**src/rtl/fft_pkg.sv**
```systemverilog
// Shared definitions for the FFT result path.
//   DW / field offsets : layout of one packed complex sample
//   N_LOG2_DEFAULT     : default log2 frame length
//   cplx_t             : packed complex sample
//   collect_state_t    : output collector FSM states
//   bitrev()           : reverses the low w bits of an index
package fft_pkg;

  localparam int DW             = 34;
  localparam int RE_SIGN        = 33;
  localparam int RE_INT_MSB     = 32;
  localparam int RE_FRAC_LSB    = 17;
  localparam int IM_SIGN        = 16;
  localparam int IM_FRAC_LSB    = 0;

  localparam int N_LOG2_DEFAULT = 4;

  // Widest index the reverser handles; frames are far smaller than 2**16.
  localparam int BITREV_MAX_W   = 16;
  localparam int BITREV_IDX_W   = 4;

  typedef struct packed {
    logic       re_sign;
    logic [7:0] re_int;
    logic [7:0] re_frac;
    logic       im_sign;
    logic [7:0] im_int;
    logic [7:0] im_frac;
  } cplx_t;

  typedef enum logic [1:0] {
    ST_IDLE  = 2'd0,
    ST_FILL  = 2'd1,
    ST_DRAIN = 2'd2
  } collect_state_t;

  // Bits at and above w are returned as zero. w is a constant at every
  // call site, so the loop folds down to pure wiring.
  function automatic logic [BITREV_MAX_W-1:0] bitrev(
    input logic [BITREV_MAX_W-1:0] v,
    input int                      w
  );
    logic [BITREV_MAX_W-1:0] r;
    r = '0;
    for (int i = 0; i < BITREV_MAX_W; i++) begin
      if (i < w) begin
        r[BITREV_IDX_W'(i)] = v[BITREV_IDX_W'(w - 1 - i)];
      end
    end
    return r;
  endfunction

endpackage

```
**src/rtl/fft_bitrev_addr.sv**
```systemverilog
// Combinational N_LOG2-bit index reverser used for the input-side loader.
//   idx : arrival index
//   rev : idx with its bit order reversed
module fft_bitrev_addr #(
  parameter int N_LOG2 = fft_pkg::N_LOG2_DEFAULT
) (
  input  logic [N_LOG2-1:0] idx,
  output logic [N_LOG2-1:0] rev
);
  import fft_pkg::*;

  logic [BITREV_MAX_W-1:0] rev_wide;

  always_comb begin
    rev_wide = bitrev(BITREV_MAX_W'(idx), N_LOG2);
  end

  assign rev = rev_wide[N_LOG2-1:0];

endmodule

```
**src/rtl/fft_out_collector.sv**
```systemverilog
// Captures one frame of N FFT results, undoes the bit-reversed arrival
// order and drains the frame in natural bin order over valid/ready.
//   clk, rst       : clock, async active-high reset
//   in_valid/first : input sample strobe and start-of-frame marker
//   in_data        : packed complex sample
//   out_valid/ready: output handshake
//   out_data       : sample of bin out_index (zero when idle)
//   out_last       : marks bin N-1
//   busy           : frame being filled or drained
//   frame_err      : one-cycle pulse when a frame restarts mid-fill
//   drop_cnt       : saturating count of discarded input samples
//
// state | meaning
// ------+-----------------------------------------------------------
// IDLE  | waiting for in_first; other samples are dropped
// FILL  | writing samples into the buffer at (bit-reversed) wr_cnt
// DRAIN | presenting buf[rd_ptr]; input dropped except a new frame
//       | start coinciding with the final transfer
module fft_out_collector #(
  parameter int N_LOG2 = fft_pkg::N_LOG2_DEFAULT,
  parameter int DW     = fft_pkg::DW,
  parameter int BITREV = 1
) (
  input  logic              clk,
  input  logic              rst,
  input  logic              in_valid,
  input  logic              in_first,
  input  logic [DW-1:0]     in_data,
  output logic              out_valid,
  input  logic              out_ready,
  output logic [DW-1:0]     out_data,
  output logic [N_LOG2-1:0] out_index,
  output logic              out_last,
  output logic              busy,
  output logic              frame_err,
  output logic [7:0]        drop_cnt
);
  import fft_pkg::*;

  localparam int                N        = 1 << N_LOG2;
  localparam logic [N_LOG2-1:0] LAST_IDX = '1;

  collect_state_t    state, state_nxt;
  logic [N_LOG2-1:0] wr_cnt, wr_cnt_nxt;
  logic [N_LOG2-1:0] rd_ptr, rd_ptr_nxt;
  logic [N_LOG2-1:0] wr_idx, wr_idx_rev, wr_addr;
  logic              wr_en;
  logic              drop;
  logic              frame_err_nxt;

  logic [DW-1:0]     sample_buf [N];

  fft_bitrev_addr #(.N_LOG2(N_LOG2)) u_bitrev (
    .idx (wr_idx),
    .rev (wr_idx_rev)
  );

  always_comb begin
    wr_addr = (BITREV != 0) ? wr_idx_rev : wr_idx;
  end

  always_comb begin
    state_nxt     = state;
    wr_cnt_nxt    = wr_cnt;
    rd_ptr_nxt    = rd_ptr;
    wr_idx        = wr_cnt;
    wr_en         = 1'b0;
    drop          = 1'b0;
    frame_err_nxt = 1'b0;

    case (state)
      ST_IDLE: begin
        if (in_valid && in_first) begin
          wr_en      = 1'b1;
          wr_idx     = '0;
          wr_cnt_nxt = N_LOG2'(1);
          state_nxt  = ST_FILL;
        end else if (in_valid) begin
          drop = 1'b1;
        end
      end

      ST_FILL: begin
        if (in_valid && in_first) begin
          // Restart: the partial frame is abandoned, not counted as drops.
          wr_en         = 1'b1;
          wr_idx        = '0;
          wr_cnt_nxt    = N_LOG2'(1);
          frame_err_nxt = 1'b1;
        end else if (in_valid) begin
          wr_en      = 1'b1;
          wr_cnt_nxt = wr_cnt + 1'b1;
          if (wr_cnt == LAST_IDX) begin
            state_nxt  = ST_DRAIN;
            rd_ptr_nxt = '0;
          end
        end
      end

      ST_DRAIN: begin
        if (out_ready) begin
          rd_ptr_nxt = rd_ptr + 1'b1;
          if (rd_ptr == LAST_IDX) begin
            state_nxt = ST_IDLE;
            // A frame start on the final beat is taken so back-to-back
            // frames lose nothing.
            if (in_valid && in_first) begin
              wr_en      = 1'b1;
              wr_idx     = '0;
              wr_cnt_nxt = N_LOG2'(1);
              state_nxt  = ST_FILL;
            end else if (in_valid) begin
              drop = 1'b1;
            end
          end else if (in_valid) begin
            drop = 1'b1;
          end
        end else if (in_valid) begin
          drop = 1'b1;
        end
      end

      default: begin
        state_nxt = ST_IDLE;
      end
    endcase
  end

  always_ff @(posedge clk or posedge rst) begin
    if (rst) begin
      state     <= ST_IDLE;
      wr_cnt    <= '0;
      rd_ptr    <= '0;
      frame_err <= 1'b0;
      drop_cnt  <= 8'd0;
    end else begin
      state     <= state_nxt;
      wr_cnt    <= wr_cnt_nxt;
      rd_ptr    <= rd_ptr_nxt;
      frame_err <= frame_err_nxt;
      if (drop && (drop_cnt != 8'hFF)) begin
        drop_cnt <= drop_cnt + 8'd1;
      end
    end
  end

  // Buffer is deliberately left out of reset.
  always_ff @(posedge clk) begin
    if (wr_en) begin
      sample_buf[wr_addr] <= in_data;
    end
  end

  assign out_valid = (state == ST_DRAIN);
  assign out_index = out_valid ? rd_ptr : '0;
  assign out_data  = out_valid ? sample_buf[rd_ptr] : '0;
  assign out_last  = out_valid && (rd_ptr == LAST_IDX);
  assign busy      = (state != ST_IDLE);

endmodule

```
**config.mk**
```make
export PLATFORM = sky130hd
export DESIGN_NAME = fft_out_collector
export DESIGN_NICKNAME = d
export VERILOG_FILES = /design/src/rtl/fft_pkg.sv /design/src/rtl/fft_bitrev_addr.sv /design/src/rtl/fft_out_collector.sv
export SDC_FILE = /design/constraint.sdc
export NUM_CORES = 1
export LEC_CHECK = 0
export BUFFER_PORTS_ARGS = -buffer_cell sky130_fd_sc_hd__buf_2
export CAP_MARGIN = 20
export CORE_MARGIN = 1
export CORE_UTILIZATION = 55
export DETAILED_ROUTE_END_ITERATION = 10
export HOLD_SLACK_MARGIN = 0.05
export PLACE_DENSITY_LB_ADDON = 0.25
export SYNTH_ARGS = -nofsm -noshare
export SYNTH_HDL_FRONTEND = slang
export SYNTH_HIERARCHICAL = 1
export SYNTH_SLANG_ARGS = --single-unit
```
**constraint.sdc**
```tcl
create_clock -name clk -period 5.3 [get_ports clk]
set_input_delay 1.59 -clock clk [delete_from_list [all_inputs] [get_ports clk]]
set_output_delay 1.59 -clock clk [all_outputs]
set_load 0.1 [all_outputs]
```
==> metrics.yaml <==
synth_mux_area_share_pct: 12.3
start_util_pct: 55.9
cp-end-kind: "output pin"
slew_headroom_pct: 49.1
async_flop_share_pct: 3.37
ys_types: 47
drtAntennaViolNets: 0
fillers: 2889
seqPwrFrac_pct: 56.1
min_period_ns: 4.72
core-area_um2: 39800
comb_power_share_pct: 5.7
clkSinkCount: 563
numPortBuffers: 88
synthSimpleGateAreaFrac_pct: 3.45
p_clk_share_pct: 38.2
finClkSkew_ns: 0.0178
via_per_inst: 5.96
dieArea_um2: 41300
cp_max_fo: 17
place_congestion: 0.765
hold_class: "reg -> reg"
setup_ws_ns: 0.580
ys_seq_elements: 563
cts_tree: "built"
synth_top_family_by_area: "multiplexers"
power_density_nw_per_um2: 366
syn_area_um2: 22300
area_growth_pct: 12.7
nets: 1419
final_common_cell: "edfxtp_1"
cap_violations: 0
drc: 0
die_w_um: 203
ctsRootBufferMaster: "clkbuf_16"
synthFlopType: "edfxtp_1"
clock_path_buffers: 3
grt_first_pass_wirelength_mm: 70.3
start_kind: "flip-flop"
io_pins: 89
dr_total_vias: 11600
numCtsBuffers: 55
fmax_ghz: 0.212
yosys.area_share.adder_pct: 0.169
postCtsResizedCells: 0
drt_iter0_drc: 1006
dp_hpwl_mm: 25.4
final_cell_area_um2: 25100
p_sw_share_pct: 21.6
p_int_mw: 7.21
track_usage_pct: 22.9
layout-drive-gt1-share_pct: 16.5
place_area_um2: 23500
gr-total-overflow: 0
antenna_found_initial: 2
p_leak_nw: 7.90
synth_warnings: 6
syn_nets: 1303
htreeDepth: 2
ys_seq_area_share_pct: 75.5
hold_viol: 0
crit_type: "reg -> out"
irDropWorstVdd_uv: 239
clock_latency_ns: 0.60
min_period_over_period_pct: 89.1
wl_per_cell_um: 23.8
synthXorXnorAreaFrac_pct: 0.315
tns_ns: 0
clk_pin_slew_ns: 0.06
final_cell_mix: "edfxtp_1, mux2i_1, a22oi_1"
outcome: "complete, no violations"
syn_inst: 1261
finalSetupViolCount: 0
crit_required_ns: 3.71
drt_wl_total_mm: 46.3
synth_compound_area_share_pct: 5.96
rsz0062_at_grt: "false"
worstMarginPinSlew_ns: 0.760
ctsHoldBuffers: 0
row_count: 73
whs_ns: 0.491
seq_area_um2: 16800
diodes: 0
switchingPower_mw: 1.99
maxSlewViolCount: 0
multi_input_area_um2: 5070
syn_area_per_cell_um2: 17.7
utilization_pct: 63.1
pre_cts_ws_ns: 1.00
die_h_um: 203
critPathArrivalTime_ns: 3.13
dr.pass1.iters: 5
synth_edf_count: 544
cts_setup_buffers: 0
grt_max_degree: 63
grt_pass1_vias: 11700
rrSetupSlack_ns: 1.31
[power by group through the flow]
stage	Combinational [mW]	Sequential, mW	Clock, mW
after floorplan	0.256	5.30	0
final	0.528	5.16	3.51
after global placement	0.515	5.24	0
after CTS	0.534	5.16	3.58
after detailed placement	0.532	5.25	0
after global routing	0.576	5.17	3.74
[final timing paths]
kind	from	endpoint	cells after the start
setup reg to reg	rd_ptr[0]	sample_buf[0][27]	9
min in group asynchronous	rst	drop_cnt[5]	2
hold reg to reg	drop_cnt[5]	drop_cnt[5]	1
hold / removal	drop_cnt[5]	drop_cnt[5]	1
max in group asynchronous	rst	rd_ptr[0]	2
setup / recovery	state[0]	out_data[27]	6
[metal layers]
metal  up-vias  global-route usage [%]  part of all wire [%]
met1      5887                    30.3                    42
met5         -                       0                 0.048
met3        75                    3.31                   5.0
met2       333                    39.3                    51
met4         4                    7.17                   2.0
li1       5261                       -                     -
[through the flow]
step           instances  power, mW
2_1_floorplan       1261       5.56
3_3_place_gp        1845       5.75
3_5_place_dp        1845       5.78
4_1_cts             1940       9.27
5_1_grt             1940       9.48
6_report            1940       9.19
[flip-flops by register name (all words and copies together), names as in the netlist]
name        flops
frame_err       1
rd_ptr          4
state           2
sample_buf    544
drop_cnt        8
wr_cnt          4
[cell type report]
| class | count | share of cell area, % |
|---|---|---|
| inverter | 4 | 0.0598 |
| multi-input combinational | 616 | 20.2 |
| clock inverter | 22 | 0.533 |
| timing repair buffer | 137 | 3.82 |
| tap | 525 | 2.62 |
| sequential | 563 | 67.0 |
| clock buffer | 73 | 5.83 |
[synth_stat cells (all sizes together) (2+ instances only)]
library cell  count  share of area [%]
dfrtp            19                2.1
clkbuf           22               0.40
mux2              2               0.10
nand2b            5               0.14
nand3b            2              0.067
ha                3               0.17
and3              2              0.056
nor2b             3               0.12
nor3             13               0.29
buf              56                1.8
nor2              6               0.10
xor2              8               0.31
o21ai            38               0.87
and2              8               0.22
nor3b             3               0.12
a21boi            2              0.067
nor4              8               0.25
a22oi           136                4.6
and4              2              0.079
inv               4              0.067
nand4             2               0.12
nand2            45               0.76
mux2i           272                 12
nand3            43               0.97
o2bb2ai           2              0.079
edfxtp          544                 73
[cells by family after synthesis]
kind of cell             Yosys count
buffers and inverters             82
flip-flops                       563
XOR/XNOR                           8
AND/OR/NAND/NOR                  146
adder cells (fa/ha/maj)            3
AO/OA/AOI/OAI                    185
multiplexers                     274
[critical path, cell delays in order (launching register included)]
cell     delay (ns)
dfrtp_1        0.52
nor2b_4        0.34
and2b_2        0.58
buf_4          0.30
nand3_1        0.09
o21ai_0        0.19
buf_2          0.51
No activity file was read; power rests on OpenSTA's default activity.
